## config.mk

```make
export PLATFORM = sky130hd
export DESIGN_NAME = cpu_cmd_port
export DESIGN_NICKNAME = d
export VERILOG_FILES = /design/src/rtl/cpu_cmd_port.sv
export SDC_FILE = /design/constraint.sdc
export NUM_CORES = 1
export LEC_CHECK = 0
export ABC_AREA = 1
export BUFFER_PORTS_ARGS = -buffer_cell sky130_fd_sc_hd__buf_2
export CORE_UTILIZATION = 30
export DETAILED_ROUTE_END_ITERATION = 8
export GPL_ROUTABILITY_DRIVEN = 0
export GPL_TIMING_DRIVEN = 0
export PLACE_DENSITY = 0.59
export SYNTH_ARGS = -nofsm -noshare
export SYNTH_HDL_FRONTEND = slang
export SYNTH_SLANG_ARGS = --single-unit
```

## constraint.sdc

```tcl
create_clock -name clk -period 6.1 [get_ports clk]
set_clock_uncertainty 0.05 [all_clocks]
set_input_delay 0.915 -clock clk [delete_from_list [all_inputs] [get_ports clk]]
set_output_delay 0.915 -clock clk [all_outputs]
set_load 0.05 [all_outputs]
```

## src/rtl/cpu_cmd_port.sv

```systemverilog
// CPU-clock master for the bridge command port: turns a valid/ready access into
// a level request / ack pulse handshake, with forced req-low recovery, timeout and sticky errors.
module cpu_cmd_port #(
   parameter int          RECOVER_CYCLES = 8,
   parameter int          TIMEOUT_CYCLES = 1024,
   parameter logic [31:0] TIMEOUT_RDATA  = 32'hDEAD_BEEF
) (
   input  logic        clk,
   input  logic        reset,
   input  logic        i_mem_valid,
   input  logic        i_mem_sel,
   input  logic [31:0] i_mem_addr,
   input  logic [31:0] i_mem_wdata,
   input  logic [3:0]  i_mem_wstrb,
   output logic        o_mem_ready,
   output logic [31:0] o_mem_rdata,
   output logic        o_cpu_req,
   output logic [31:0] o_cpu_addr,
   output logic [31:0] o_cpu_wdata,
   output logic [3:0]  o_cpu_wstrb,
   input  logic        i_cpu_ack_pulse,
   input  logic [31:0] i_cpu_rdata,
   output logic        o_err_timeout,
   output logic        o_err_partial,
   input  logic        i_err_clr
);

   // state   | meaning
   // IDLE    | waiting for a CPU access to the command window
   // REQ     | o_cpu_req high, waiting for ack or timeout
   // RECOVER | o_cpu_req held low so the far side sees a fresh edge next time
   localparam logic [1:0] ST_IDLE    = 2'd0;
   localparam logic [1:0] ST_REQ     = 2'd1;
   localparam logic [1:0] ST_RECOVER = 2'd2;

   localparam int RW = $clog2(RECOVER_CYCLES) + 1;
   localparam int TW = $clog2(TIMEOUT_CYCLES) + 1;

   logic [1:0]    state;
   logic [RW-1:0] rec_cnt;
   logic [TW-1:0] to_cnt;
   logic          accept;
   logic          wstrb_ok;
   logic          to_hit;
   logic          set_partial;
   logic          set_timeout;

   assign accept      = (state == ST_IDLE) & i_mem_valid & i_mem_sel;
   assign wstrb_ok    = (i_mem_wstrb == 4'b1111) | (i_mem_wstrb == 4'b0000);
   assign to_hit      = (to_cnt == TW'(TIMEOUT_CYCLES - 1));
   assign set_partial = accept & ~wstrb_ok;
   // an ack in the timeout cycle wins, so the timeout only fires without one
   assign set_timeout = (state == ST_REQ) & ~i_cpu_ack_pulse & to_hit;

   always_ff @(posedge clk or posedge reset) begin
      if (reset) begin
         state       <= ST_IDLE;
         o_cpu_req   <= 1'b0;
         o_mem_ready <= 1'b0;
         o_mem_rdata <= '0;
         o_cpu_addr  <= '0;
         o_cpu_wdata <= '0;
         o_cpu_wstrb <= '0;
         rec_cnt     <= '0;
         to_cnt      <= '0;
      end else begin
         o_mem_ready <= 1'b0;
         case (state)
            ST_IDLE: begin
               if (accept) begin
                  if (wstrb_ok) begin
                     o_cpu_addr  <= i_mem_addr;
                     o_cpu_wdata <= i_mem_wdata;
                     o_cpu_wstrb <= i_mem_wstrb;
                     o_cpu_req   <= 1'b1;
                     to_cnt      <= '0;
                     state       <= ST_REQ;
                  end else begin
                     // partial writes are refused locally and never forwarded
                     o_mem_ready <= 1'b1;
                     rec_cnt     <= '0;
                     state       <= ST_RECOVER;
                  end
               end
            end
            ST_REQ: begin
               if (i_cpu_ack_pulse) begin
                  o_cpu_req   <= 1'b0;
                  o_mem_ready <= 1'b1;
                  if (o_cpu_wstrb == 4'b0000) begin
                     o_mem_rdata <= i_cpu_rdata;
                  end
                  rec_cnt <= RW'(RECOVER_CYCLES);
                  state   <= ST_RECOVER;
               end else if (to_hit) begin
                  o_cpu_req   <= 1'b0;
                  o_mem_ready <= 1'b1;
                  o_mem_rdata <= TIMEOUT_RDATA;
                  rec_cnt     <= RW'(RECOVER_CYCLES);
                  state       <= ST_RECOVER;
               end else begin
                  to_cnt <= to_cnt + TW'(1);
               end
            end
            ST_RECOVER: begin
               o_cpu_req <= 1'b0;
               if (rec_cnt <= RW'(1)) begin
                  rec_cnt <= '0;
                  state   <= ST_IDLE;
               end else begin
                  rec_cnt <= rec_cnt - RW'(1);
               end
            end
            default: begin
               o_cpu_req <= 1'b0;
               state     <= ST_IDLE;
            end
         endcase
      end
   end

   always_ff @(posedge clk or posedge reset) begin
      if (reset) begin
         o_err_timeout <= 1'b0;
         o_err_partial <= 1'b0;
      end else begin
         if (set_timeout) begin
            o_err_timeout <= 1'b1;
         end else if (i_err_clr) begin
            o_err_timeout <= 1'b0;
         end
         if (set_partial) begin
            o_err_partial <= 1'b1;
         end else if (i_err_clr) begin
            o_err_partial <= 1'b0;
         end
      end
   end

endmodule

```

* Word level (Yosys, flattened, before mapping)
Cells that the tools add are included.
** Cells by class
- $add $sub $neg :: 2
- Order comparisons :: 1
- Equal/unequal tests :: 12
- Mux-type cells :: 33
- Bitwise operators :: 8
- Reductions and logical operators :: 14
** Operators by type and width (number)
- 2-to-1 mux 32 bit :: 3
- 2-to-1 mux 11 bit :: 4
- case mux 11 bit (2 select lines) :: 1
- 2-to-1 mux 4 bit :: 5
- inequality test 2 bit (second input constant) :: 6
- case mux 4 bit (3 select lines) :: 1
- AND reduction 3 bit :: 4
- adder 11 x 1 -> 11 bit (second input constant) :: 1
- equality test 11 x 10 -> 1 bit (second input constant) :: 1
- 2-to-1 mux 1 bit :: 11
- 2-to-1 mux 2 bit :: 5
- logical NOT 4 bit :: 2
- nonzero test 2 bit :: 4
- case mux 2 bit (3 select lines) :: 1
- AND 1 bit :: 5
- AND reduction 5 bit :: 1
- equality test 4 bit (second input constant) :: 1
- <= comparator 4 x 1 -> 1 bit (second input constant) :: 1
- case mux 1 bit (2 select lines) :: 2
- AND reduction 4 bit :: 1
- subtractor 4 x 1 -> 4 bit (second input constant) :: 1
- inequality test 3 bit (second input constant) :: 1
- nonzero test 3 bit :: 1
- equality test 2 x 1 -> 1 bit (second input constant) :: 1
- other kinds (5) :: 6
** Word-level totals
- Flip-flop bits (word level) :: 121
- Bits of input ports :: 106
- Output and inout bits :: 104

* Logic depth before layout (Yosys ltp)
- Word-level depth :: 5
- Gate-level depth with buffers :: 10

* Worst setup path before layout
No wires, ideal clock.
- Path type :: input to register
- Start point :: input port i_mem_wstrb[0]
- End point :: register to_cnt[0]
- Setup time :: 0.065 ns
- Arrival time :: 1.704 ns
- Setup slack :: 4.281 ns
- Stages on the path :: 8
- Cells stage by stage :: o21ai_0 > nand2_1 > nand2_1 > nand3_1 > nor2_1 > buf_2 > nand2_1 > nand2_1
** On the way
- Longest elaborated chain between the ends :: 4
- Elaborated cells between the ends (all ways) :: 5
- Those cells by class :: eq/ne: 2; bitwise: 1; reduce/logical: 2
** RTL lines
- from (decl) :: RTL line 14 : input logic [3:0] i_mem_wstrb,
- equality test 4 bit / logical NOT 4 bit (equally long branches) :: RTL line 49 : assign wstrb_ok = (i_mem_wstrb == 4'b1111) | (i_mem_wstrb == 4'b0000);
- OR 1 bit * :: RTL line 49
- inequality test 2 bit (no line) *
- AND reduction 5 bit (no line) *
- to (signal assigned) :: RTL line 102 : to_cnt <= to_cnt + TW'(1);
- to (decl) :: RTL line 41 : logic [TW-1:0] to_cnt;
Mark *: on every way between the ends. The rest lies on a longest branch, timed or not.
A chain may end at the register's enable or synchronous reset.

* Worst setup path in the final report
- Start point :: register o_err_partial
- End point :: output port o_err_partial
** RTL lines
- from (decl) :: RTL line 24 : output logic o_err_partial,
- from (signal assigned) :: RTL line 125 : o_err_partial <= 1'b0;
- from (signal assigned) :: RTL line 133 : o_err_partial <= 1'b1;
- from (signal assigned) :: RTL line 135 : o_err_partial <= 1'b0;
No word-level cell between the ends.

==> metrics <==
GRT Overall Usage 16.1%; Synth Instances 608; first-pass GRT wire length 22.1 mm; Max Fclk 496 MHz; crit start category register; GR Util met2 24.6%; GR Util met1 21.0%; Worst setup EP type output port; CTS tree yes; final WL 13.6 mm; CP Launch Point o_err_partial$_DFFE_PP0P_; Root Driver clkbuf_16; critical path data arrival time 1050 ps; worst-path maximum fanout 2; register share of total power 31.7%; Final Setup Violations 0; GRT met3 Usage 5.06%; 1st-iter DRT viols 164; CTS Buf Count 17; DRT Pass-1 Iters 4; Reg area 0.00303 mm2; synth cell count leaders nand2_1, dfrtp_1, nor2_1, inv_1, nor3_1; initial antenna violation count 0; Pint 1980 uW; Syn-to-layout area delta 37.7%; top cells by area, synth dfrtp_1, nand2_1, nor2_1, nor3_1, inv_1; crit path kind reg -> out; Net Sw Frac 45.7%; clock slew at reported path FFs 60 ps; port bufs 209; setup_tns 0 ps; setup bufs post-CTS 0; num ports 210; CP peak stage delay 360 ps; synthesized area per cell 8.47 um2; period utilisation layout 33.1%; Syn Nets 721; max-cap viol count 0; power per cell area 514 mW/mm2; Routed Antenna Nets 0; slew of the pin with the lowest slew margin 526 ps; Ys Warns 0; Max transition margin 64.8%; cell breakdown of the critical path buf_2; Hold Crit Class reg -> reg; R2R Path Start state[0]$_DFFE_PP0P_; Post-synth EDFFs 0; number of cell rows 47; critical path's top delay family flip-flops; Clk Latency, worst-skew pair 410 ps; Reg2Reg Depth 10; # hold bufs at CTS 0; Die W 133 um; Clock Path Buffers 2; cts repair resizes 0; Final Hold Fails 0; die area 0.0177 mm2; flops & latches, synth 121; total power draw 3640 uW; max-slew violations 0; clk sinks 121; CP Depth 1; post-synth top area cell dfrtp_1; # H-tree levels 4; Die H 133 um; Critical R2R Capture o_cpu_wdata[2]$_DFFE_PP0P_; ANT cells 0; vias per std cell 4.27; GRT busiest layer met2; Worst path slowest cell dfrtp_1; grt total ovfl 0; DR WL/cell 12.7 um; largest net degree at the start of global routing 90; footprint of the multi-input gates 0.00187 mm2; Initial Utilization 30.9%; RSZ-0062 raised after global routing no; Fillers 1,690; Most used DFF post-synth dfrtp_1; Async SR Flop Fraction 100%; fin nets 950; share of cells above drive strength 1 32.6%; core outline area 0.0166 mm2; min Tclk post-route 2020 ps; DRC Markers 0; Post-Syn Area 0.00515 mm2; routed vias 4,571; most numerous cell in the Yosys netlist nand2_1; post-synthesis cell type count 25; register area share after synthesis 58.8%; vias in the first global route 4,324; WP data required 5130 ps; status finished clean; placed cell area 0.00650 mm2; CP Buf/Inv Count 1; combinational fraction of design power 41.1%; DPL Wire Length 9.92 mm; NetSw 1670 uW; worst setup path end o_err_partial; final instance area 0.00709 mm2; clock share of power 27.2%; static leakage 0.00413 uW; post-synth top area share 58.8%; flop2flop setup slack 4180 ps; worst vdd ir 297 uV
==> sequential cells by signal (all words and copies together) (netlist names) <==
name,cells
o_cpu_addr,32
o_cpu_req,1
o_cpu_wdata,32
o_cpu_wstrb,4
o_err_partial,1
o_err_timeout,1
o_mem_rdata,32
o_mem_ready,1
rec_cnt,4
state,2
to_cnt,11
==> routing by layer <==
layer	up-vias	part of all wire [%]	routed length, um
li1	2328	-	-
met1	2073	47	6440
met2	155	45	6070
met3	15	6.6	901
met4	0	1.6	212
met5	-	0	0
==> logic make-up (layout without fill, tap and decap cells) <==
logic type               Yosys count  after routing  share of synthesized area (%)
AND/OR/NAND/NOR                  395            395                           31.0
flip-flops                       121            121                           58.8
buffers and inverters             56            298                           4.93
AO/OA/AOI/OAI                     22             22                           2.36
adder cells (fa/ha/maj)            7              7                           1.70
XOR/XNOR                           7              7                           1.19
==> power groups by stage <==
stage	clock (uW)	combinational, uW	sequential, uW
after floorplan	0	330	1960
after global placement	0	1500	1160
after detailed placement	0	1510	1170
after CTS	1020	1510	1160
after global routing	1060	1600	1190
final	992	1500	1160
==> worst min path at each step <==
stage | slack, ps | start | to | depth (start not counted)
after floorplan | 410 | to_cnt[10]$_DFFE_PP0P_ | to_cnt[10]$_DFFE_PP0P_ | 2
after global placement | 400 | o_mem_rdata[4]$_DFFE_PP0P_ | o_mem_rdata[4]$_DFFE_PP0P_ | 2
after detailed placement | 410 | o_mem_rdata[8]$_DFFE_PP0P_ | o_mem_rdata[8]$_DFFE_PP0P_ | 2
after CTS | 420 | reset | o_mem_rdata[19]$_DFFE_PP0P_ | 2
after global routing | 430 | reset | o_mem_rdata[0]$_DFFE_PP0P_ | 2
final | 420 | o_cpu_wdata[11]$_DFFE_PP0P_ | o_cpu_wdata[11]$_DFFE_PP0P_ | 2
==> placed cells by master (no fill, tap or decap), types with 5 or more instances in the layout <==
master / n
buf_2: 223
clkbuf_1: 5
clkbuf_16: 17
clkinvlp_4: 5
dfrtp_1: 121
ha_1: 7
inv_1: 29
nand2_1: 287
nand3_1: 8
nor2_1: 60
nor3_1: 25
o21ai_0: 14
xor2_1: 5
==> layout make-up <==
type                       instances  share of cell area [%]
sequential                       121                    42.7
multi-input combinational        431                    26.3
clock inverter                    13                    2.06
inverter                          33                    1.82
timing repair buffer             210                    15.1
clock buffer                      19                    6.25
tap                              220                    3.88
buffer                            23                    1.83
==> per-stage QoR <==
stage	util, %	hold slack (ps)	instances	setup WS, ps
6_report	42.6	422	1070	4080
3_5_place_dp	39.1	408	1038	3840
3_3_place_gp	38.9	403	1037	307
2_1_floorplan	-	408	608	1920
5_1_grt	42.6	429	1070	3940
4_1_cts	42.6	423	1070	4050
Note: power is estimated with default switching activity, not from simulation.
